`config.mk`:
```
export PLATFORM = sky130hd
export DESIGN_NAME = poly_horner_eval_flat
export DESIGN_NICKNAME = d
export VERILOG_FILES = /design/src/rtl/poly_horner_eval_if.sv /design/src/rtl/poly_horner_eval.sv /design/src/flat_wrapper.sv
export SDC_FILE = /design/constraint.sdc
export NUM_CORES = 1
export LEC_CHECK = 0
export BUFFER_PORTS_ARGS = -buffer_cell sky130_fd_sc_hd__buf_2
export CORE_MARGIN = 4
export CORE_UTILIZATION = 30
export DETAILED_ROUTE_END_ITERATION = 10
export PLACE_DENSITY = 0.44
export SLEW_MARGIN = 20
export SYNTH_ARGS = -nofsm -noshare
export SYNTH_HDL_FRONTEND = slang
export SYNTH_SLANG_ARGS = --single-unit
```
`constraint.sdc`:
```
create_clock -name clk -period 4.45 [get_ports clk]
set_input_delay 0.89 -clock clk [delete_from_list [all_inputs] [get_ports clk]]
set_output_delay 0.89 -clock clk [all_outputs]
set_load 0.02 [all_outputs]
```
`src/rtl/poly_horner_eval_if.sv`:
```
// Operand-entry / result bundle for poly_horner_eval.
// POLY_SATURATE_EN adds the sat_flag status line.
interface poly_horner_eval_if #(
  parameter int unsigned WIDTH = 8
);
  logic             go;
  logic [WIDTH-1:0] data_in;
  logic [WIDTH-1:0] data_result;
  logic             busy;
  logic             done;
  logic [4:0]       load_idx;
`ifdef POLY_SATURATE_EN
  logic             sat_flag;

  modport master (
    output go, data_in,
    input  data_result, busy, done, load_idx, sat_flag
  );
  modport slave (
    input  go, data_in,
    output data_result, busy, done, load_idx, sat_flag
  );
`else
  modport master (
    output go, data_in,
    input  data_result, busy, done, load_idx
  );
  modport slave (
    input  go, data_in,
    output data_result, busy, done, load_idx
  );
`endif
endinterface

```
`src/rtl/poly_horner_eval.sv`:
```
// Serial-load Horner polynomial evaluator on one shared multiply/add ALU.
// Optional macro POLY_SATURATE_EN: clamp products/sums instead of wrapping, adds sat_flag.
module poly_horner_eval #(
  parameter int unsigned WIDTH  = 8,
  parameter int unsigned DEGREE = 2
) (
  input  logic               clk,
  input  logic               resetn,
  poly_horner_eval_if.slave  bus
);

  typedef enum logic [2:0] {StLoad, StLoadWait, StMul, StAdd, StDone} state_e;

  localparam logic [4:0] IdxX   = 5'd31;
  localparam logic [4:0] IdxTop = 5'(DEGREE);
  localparam logic [3:0] KTop   = 4'((DEGREE == 0) ? 0 : DEGREE - 1);

  state_e           state_q;
  logic [4:0]       idx_q;
  logic [3:0]       k_q;
  logic [WIDTH-1:0] coef_q [DEGREE+1];
  logic [WIDTH-1:0] x_q;
  logic [WIDTH-1:0] acc_q;
  logic [WIDTH-1:0] result_q;
  logic             busy_q;
  logic             done_q;

  logic [WIDTH-1:0] coef_k;
  logic [WIDTH-1:0] mul_res;
  logic [WIDTH-1:0] sum_res;

  always_comb begin
    coef_k = '0;
    for (int i = 0; i < int'(DEGREE); i++) begin
      if (k_q == 4'(i)) coef_k = coef_q[i];
    end
  end

`ifdef POLY_SATURATE_EN
  logic                 sat_q;
  logic [2*WIDTH-1:0]   mul_full;
  logic [WIDTH:0]       sum_full;
  logic                 mul_ovf;
  logic                 sum_ovf;

  assign mul_full = {{WIDTH{1'b0}}, acc_q} * {{WIDTH{1'b0}}, x_q};
  assign sum_full = {1'b0, acc_q} + {1'b0, coef_k};
  assign mul_ovf  = |mul_full[2*WIDTH-1:WIDTH];
  assign sum_ovf  = sum_full[WIDTH];
  assign mul_res  = mul_ovf ? '1 : mul_full[WIDTH-1:0];
  assign sum_res  = sum_ovf ? '1 : sum_full[WIDTH-1:0];
  assign bus.sat_flag = sat_q;
`else
  // Assignment context is WIDTH bits, so both results wrap modulo 2^WIDTH.
  assign mul_res = acc_q * x_q;
  assign sum_res = acc_q + coef_k;
`endif

  always_ff @(posedge clk) begin
    if (!resetn) begin
      state_q  <= StLoad;
      idx_q    <= IdxTop;
      k_q      <= '0;
      x_q      <= '0;
      acc_q    <= '0;
      result_q <= '0;
      busy_q   <= 1'b0;
      done_q   <= 1'b0;
      for (int i = 0; i <= int'(DEGREE); i++) coef_q[i] <= '0;
`ifdef POLY_SATURATE_EN
      sat_q    <= 1'b0;
`endif
    end else begin
      done_q <= 1'b0;
      unique case (state_q)
        StLoad: begin
          // Keep tracking data_in until the press; the value on the go cycle sticks.
          if (idx_q == IdxX) begin
            x_q <= bus.data_in;
          end else begin
            for (int i = 0; i <= int'(DEGREE); i++) begin
              if (idx_q == 5'(i)) coef_q[i] <= bus.data_in;
            end
          end
          if (bus.go) state_q <= StLoadWait;
        end
        StLoadWait: begin
          if (!bus.go) begin
            if (idx_q == IdxX) begin
              if (DEGREE == 0) begin
                acc_q    <= coef_q[0];
                result_q <= coef_q[0];
                done_q   <= 1'b1;
                state_q  <= StDone;
              end else begin
                acc_q   <= coef_q[DEGREE];
                k_q     <= KTop;
                busy_q  <= 1'b1;
                state_q <= StMul;
              end
            end else if (idx_q == 5'd0) begin
              idx_q   <= IdxX;
              state_q <= StLoad;
            end else begin
              idx_q   <= idx_q - 5'd1;
              state_q <= StLoad;
            end
          end
        end
        StMul: begin
          acc_q   <= mul_res;
          state_q <= StAdd;
`ifdef POLY_SATURATE_EN
          if (mul_ovf) sat_q <= 1'b1;
`endif
        end
        StAdd: begin
          acc_q <= sum_res;
`ifdef POLY_SATURATE_EN
          if (sum_ovf) sat_q <= 1'b1;
`endif
          if (k_q == 4'd0) begin
            // Result and done land together so done marks the write.
            result_q <= sum_res;
            done_q   <= 1'b1;
            busy_q   <= 1'b0;
            state_q  <= StDone;
          end else begin
            k_q     <= k_q - 4'd1;
            state_q <= StMul;
          end
        end
        StDone: begin
          idx_q   <= IdxTop;
          state_q <= StLoad;
`ifdef POLY_SATURATE_EN
          sat_q   <= 1'b0;
`endif
        end
        default: state_q <= StLoad;
      endcase
    end
  end

  assign bus.data_result = result_q;
  assign bus.busy        = busy_q;
  assign bus.done        = done_q;
  assign bus.load_idx    = idx_q;

endmodule

```
`src/flat_wrapper.sv`:
```
// flat-port wrapper written by rule: the top's interface ports become plain ports
module poly_horner_eval_flat 
#(
  parameter int unsigned WIDTH  = 8,
  parameter int unsigned DEGREE = 2
)
  (clk, resetn, bus_go, bus_data_in, bus_data_result, bus_busy, bus_done, bus_load_idx);
  poly_horner_eval_if #(.WIDTH(WIDTH)) bus_i ();
  input  logic clk;
  input  logic resetn;
  input wire logic [$bits(bus_i.go)-1:0] bus_go;
  input wire logic [$bits(bus_i.data_in)-1:0] bus_data_in;
  output wire logic [$bits(bus_i.data_result)-1:0] bus_data_result;
  output wire logic [$bits(bus_i.busy)-1:0] bus_busy;
  output wire logic [$bits(bus_i.done)-1:0] bus_done;
  output wire logic [$bits(bus_i.load_idx)-1:0] bus_load_idx;
  assign bus_i.go = bus_go;
  assign bus_i.data_in = bus_data_in;
  assign bus_data_result = bus_i.data_result;
  assign bus_busy = bus_i.busy;
  assign bus_done = bus_i.done;
  assign bus_load_idx = bus_i.load_idx;
  poly_horner_eval #(.WIDTH(WIDTH), .DEGREE(DEGREE)) u_core (.clk(clk), .resetn(resetn), .bus(bus_i));
endmodule
```
# ---- Word level (Yosys, flattened, before mapping)
# Memory sizes are Yosys's and may differ from the RTL's.
# Index checks and enable logic that the tools add are counted.
dict set report op_classes {
  add_sub_neg 3
  muxes 42
  bitwise_logic 3
  n_reduce_logical 14
  eq_ne 14
  n_mul 1
}
# op count
set ops {}
lappend ops {{8-bit 2-to-1 mux} 7}
lappend ops {{8-bit one-hot mux with 3 select lines} 1}
lappend ops {{1-bit 2-to-1 mux} 20}
lappend ops {{5-bit 2-to-1 mux} 3}
lappend ops {{4-bit 2-to-1 mux} 3}
lappend ops {{3-bit one-hot mux with 4 select lines} 1}
lappend ops {{5-bit one-hot mux with 2 select lines} 1}
lappend ops {{3-bit 2-to-1 mux} 3}
lappend ops {{8-bit adder} 1}
lappend ops {{8-bit by 8-bit multiplier with 8-bit output} 1}
lappend ops {{2-bit inequality test, second input constant} 4}
lappend ops {{4-bit one-hot mux with 2 select lines} 1}
lappend ops {{2-bit AND reduction} 4}
lappend ops {{4-bit AND reduction} 2}
lappend ops {{3-bit by 2-bit equality test with 1-bit output, second input constant} 2}
lappend ops {{3-bit AND reduction} 2}
lappend ops {{5-bit by 1-bit equality test with 1-bit output, second input constant} 1}
lappend ops {{5-bit by 2-bit equality test with 1-bit output, second input constant} 1}
lappend ops {{5-bit equality test, second input constant} 1}
lappend ops {{5-bit logical NOT} 1}
lappend ops {{5-bit by 1-bit subtractor with 5-bit output, second input constant} 1}
lappend ops {{4-bit by 1-bit equality test with 1-bit output, second input constant} 1}
lappend ops {{4-bit logical NOT} 1}
lappend ops {{2-bit by 1-bit inequality test with 1-bit output, second input constant} 2}
lappend ops {{other kinds (9)} 12}
dict set report word_totals {
  ramBits 24
  memories 1
  input_bits 11
  ff_bits 38
}
# memory depth width read_ports rd_ports_with_merged_regs write_ports line
set mem_list {}
lappend mem_list {u_core.coef_q 3 8 3 0 3 poly_horner_eval.sv:21} ;# logic [WIDTH-1:0] coef_q [DEGREE+1];

# ---- Depth between registers and ports, before layout
dict set report depth {
  ltp_word 7
  ltp_mapped 15
  ltp_nobuf 15
}

# ---- Worst setup path before layout
# OpenSTA, ideal clock, no wires.
dict set report synth_timing {
  kind {register -> register}
  start {register u_core.acc_q[1]}
  end {register u_core.acc_q[7]}
  setup_slack_ps 547
  path_stages_with_launch 15
  period_less_slack_ps 3903
  arrival_ps 3780
  path_buffers 0
  setup_time_ps 123
  path_cell_list {dfxtp_1 > nand2_1 > fa_1 > fa_1 > inv_1 > fa_1 > inv_1 > fa_1 > inv_1 > ha_1 > a21oi_1 > xnor3_1 > xnor3_1 > nand2_1 > a31oi_1}
}
dict set report synth_via {
  elab_chain_len 2
  word_cells_on_any_way 3
}
# item line
set synth_rtl {}
lappend synth_rtl {{from (decl)} poly_horner_eval.sv:23} ;# logic [WIDTH-1:0] acc_q;
lappend synth_rtl {{from (signal assigned)} poly_horner_eval.sv:91} ;# acc_q <= coef_q[0];
lappend synth_rtl {{from (signal assigned)} poly_horner_eval.sv:96} ;# acc_q <= coef_q[DEGREE];
lappend synth_rtl {{from (signal assigned)} poly_horner_eval.sv:111} ;# acc_q <= mul_res;
lappend synth_rtl {{8-bit by 8-bit multiplier with 8-bit output or 8-bit adder (tied branches)} {poly_horner_eval.sv:55, poly_horner_eval.sv:56}}
lappend synth_rtl {{8-bit one-hot mux with 3 select lines (*)} poly_horner_eval.sv:75} ;# unique case (state_q)
# Every way passes the cells marked *; elsewhere a longest branch is shown, timed or not.
# A chain may end at the register's enable or synchronous reset.

# ---- Final worst setup path
dict set report layout_timing {
  start {register u_core.acc_q[2]}
  end {register u_core.acc_q[7]}
}
# Same word-level chain as after synthesis.

==> out/results.tsv <==
stage	metric	value	unit
worst_setup_path	critical_path.endpoint_type	flip-flop	
sta	finalSetupTns	0	ns
yosys	avgSynthCellArea	9.633	um2
yosys	yosysWarnings	0	
sta	post-route-min-period	4.009	ns
routing	drt_pre_antenna_iters	4	
yosys	synth_cell_types	48	
yosys	ys_ff_latch	62	
power_and_ir_drop	peakVddDrop	0.0001470	V
floorplanning	dieHeight	121.6	um
global_route	grt-ovfl-total	0	
power_and_ir_drop	leakagePower	2.034	nW
outcome	status	complete, no violations	
sta	hold_viol_final	0	
sta	timing.hold.ws	0.4629	ns
routing	post_drt_wl_per_cell	15.69	um
cts	ctsResizeCount	0	
layout	diodes	0	
floorplanning	die_area	14790	um2
yosys	ys_seq_area_share	38.26	%
routing	drt_iter0_drc	128	
cts	cts_tree	done	
placement	place_area	4187	um2
sta	setup_violations	0	
worst_setup_path	critPathTopFamily	adder cells	
cts	clockBufferDepth	2	
power_and_ir_drop	p_per_area	344.4	nW/um2
sta	tightestPinTransition	0.6312	ns
layout	final_common_cell	nand2_1	
worst_setup_path	crit_top_cell	fa_1	
floorplanning	start_util	30.69	%
cts	cts-root-buf	clkbuf_16	
routing	vias	2796	
cts	htreeDepth	3	
worst_setup_path	slowest_stage	fa_1	
hold_path	hp-class	flip-flop to flip-flop	
global_route	grt.total_usage	14.07	%
yosys	netlist_instances	402	
placement	port_buffers	25	
worst_setup_path	cp-start-kind	flip-flop	
placement	gp_congestion	0.8523	
worst_setup_path	cp_max_fo	8	
routing	vias_per_cell	4.606	
layout	drive_above_1_share	12.41	%
layout	layout_common_cells	nand2_1, dfxtp_1, inv_1, ha_1	
sta	maxSlewHeadroom	57.87	%
worst_setup_path	required	4.71	ns
cts	postCtsSetupBuffers	0	
worst_setup_path	r2r-start	u_core.acc_q[2]	
yosys	synth_top_area_share	19.64	%
cts	cts_buffers	9	
sta	rsz0062_at_grt	no	
layout	fill_cells	1310	
worst_setup_path	crit_buf_inv	3	
routing	wl	9.523	mm
sta	finClkSkew	0.006221	ns
routing	drc_errors	0	
layout	design_area	4548	um2
global_route	grt_pass1_wl	15.57	mm
floorplanning	row_count	41	
yosys	synth_area	3872	um2
cts	hold_buffers	0	
yosys	yosysTopAreaCell	dfxtp_1	
floorplanning	ios	26	
hold_path	min-delay-start	u_core.bus.data_result[6]	
floorplanning	core_region_area	12620	um2
worst_setup_path	cp_cell_sequence	nand2_1 -> fa_1 -> fa_1 -> inv_1 -> fa_1 -> inv_1 -> fa_1 -> inv_1 -> ha_1 -> a21oi_1 -> xnor3_1 -> xnor3_1 -> nand2_1 -> a31oi_1	
global_route	grt_max_degree	37	
layout	finalNetCount	483	
placement	dp_hpwl	7.424	mm
sta	max_freq	0.2494	GHz
worst_setup_path	critPathKind	flip-flop to flip-flop	
floorplanning	die_w	121.6	um
yosys	synth-async-reset-ratio	0	%
sta	final.period_utilization	90.10	%
routing	antenna_left	0	
worst_setup_path	cpPeakStageDelay	0.54	ns
yosys	synth_edf_count	24	
global_route	grt_pass1_vias	2863	
yosys	synth.area.top_cells	dfxtp_1, edfxtp_1, ha_1	
worst_setup_path	crit_path_start	u_core.acc_q[2]	
yosys	synthFlopType	dfxtp_1	
layout	syn_to_final_growth	17.45	%
job	drv_cap	0	
sta	report.final.slew_viol_count	0	
cts	worstSkewPairLatency	0.34	ns
worst_setup_path	cp.arrival	4.27	ns
yosys	syn_nets	455	
global_route	antenna_found_initial	0	
cts	clkSinkCount	62	
cts	cts.reportedPaths.clkPinSlew	0.06	ns
-- synth_stat cells (all sizes together) (6+ instances only) --
master,count
inv,36
xor2,8
ha,29
nand2,56
clkbuf,7
edfxtp,24
mux2i,14
fa,13
nor2,27
nor3,6
nor2b,16
a21oi,19
dfxtp,38
xnor2,15
and2,25
o211a,6
o21ai,10
-- path summary, 6_finish.rpt --
kind / to / cells past startpoint / slack, ns
setup / recovery: u_core.acc_q[7] / 14 / 0.44
hold / removal: u_core.bus.data_result[6] / 2 / 0.46
setup reg to reg: u_core.acc_q[7] / 14 / 0.44
hold reg to reg: u_core.bus.data_result[6] / 2 / 0.46
-- tightest hold or removal path: stages (launching register included) --
cell     delay (ns)
dfxtp_1        0.30
nand2_1        0.05
o22ai_1        0.06
-- flip-flops by register name, indices dropped and copies added (netlist names) --
signal and flops:
u_core.bus.done 1, u_core.bus.busy 1, u_core.bus.data_result 8, u_core.k_q 4
u_core.bus.load_idx 5, u_core.state_q 3, u_core.acc_q 8, u_core.x_q 8
u_core.coef_q 24
-- cell families (layout without fill, tap and decap cells) --
group                      Yosys count  after routing  synth area share, %
DFF                                 62             62                38.26
adders and majority gates           42             42                16.09
AOI/OAI and AO/OA                   63             63                10.99
buffers and inverters               48             81                4.943
xor gates and xnor gates            25             25                6.559
and+or+nand+nor                    148            148                19.55
muxes                               14             14                3.619
-- report_power, final --
part | internal, mW | total [mW] | leakage [nW] | switching, mW
logic | 0.0298 | 0.0807 | 1.30 | 0.0508
clock network | 0.600 | 0.859 | 0.173 | 0.259
registers | 0.615 | 0.626 | 0.560 | 0.0111
total | 1.25 | 1.57 | 2.03 | 0.321
-- stage by stage --
step | instances | utilization (%) | total power [mW] | worst slack, ns
after floorplan | 402 | - | 0.6882 | 0.5472
after global placement | 591 | 33.17 | 0.7195 | 0.4786
final | 607 | 36.04 | 1.566 | 0.4406
after CTS | 607 | 36.04 | 1.586 | 0.4139
after global routing | 607 | 36.04 | 1.628 | 0.2214
after detailed placement | 591 | 33.17 | 0.7200 | 0.4242
-- cell type report --
type	count	area, um2	share of cell area (%)
Inverter	36	135.1	2.971
Clock buffer	9	225.2	4.952
Multi-Input combinational cell	292	2200	48.36
Clock inverter	7	136.4	2.999
Tap cell	172	215.2	4.732
Timing Repair Buffer	29	155.1	3.411
Sequential cell	62	1481	32.57
-- per-layer routing --
metal	vias up	global-route usage [%]	wire length, um
met5	-	0	0
met3	17	3.575	328
met1	1326	18.95	4730
met2	37	21.49	4243
li1	1416	-	-
met4	0	5.952	221
Note: power is estimated with default switching activity, not from simulation.
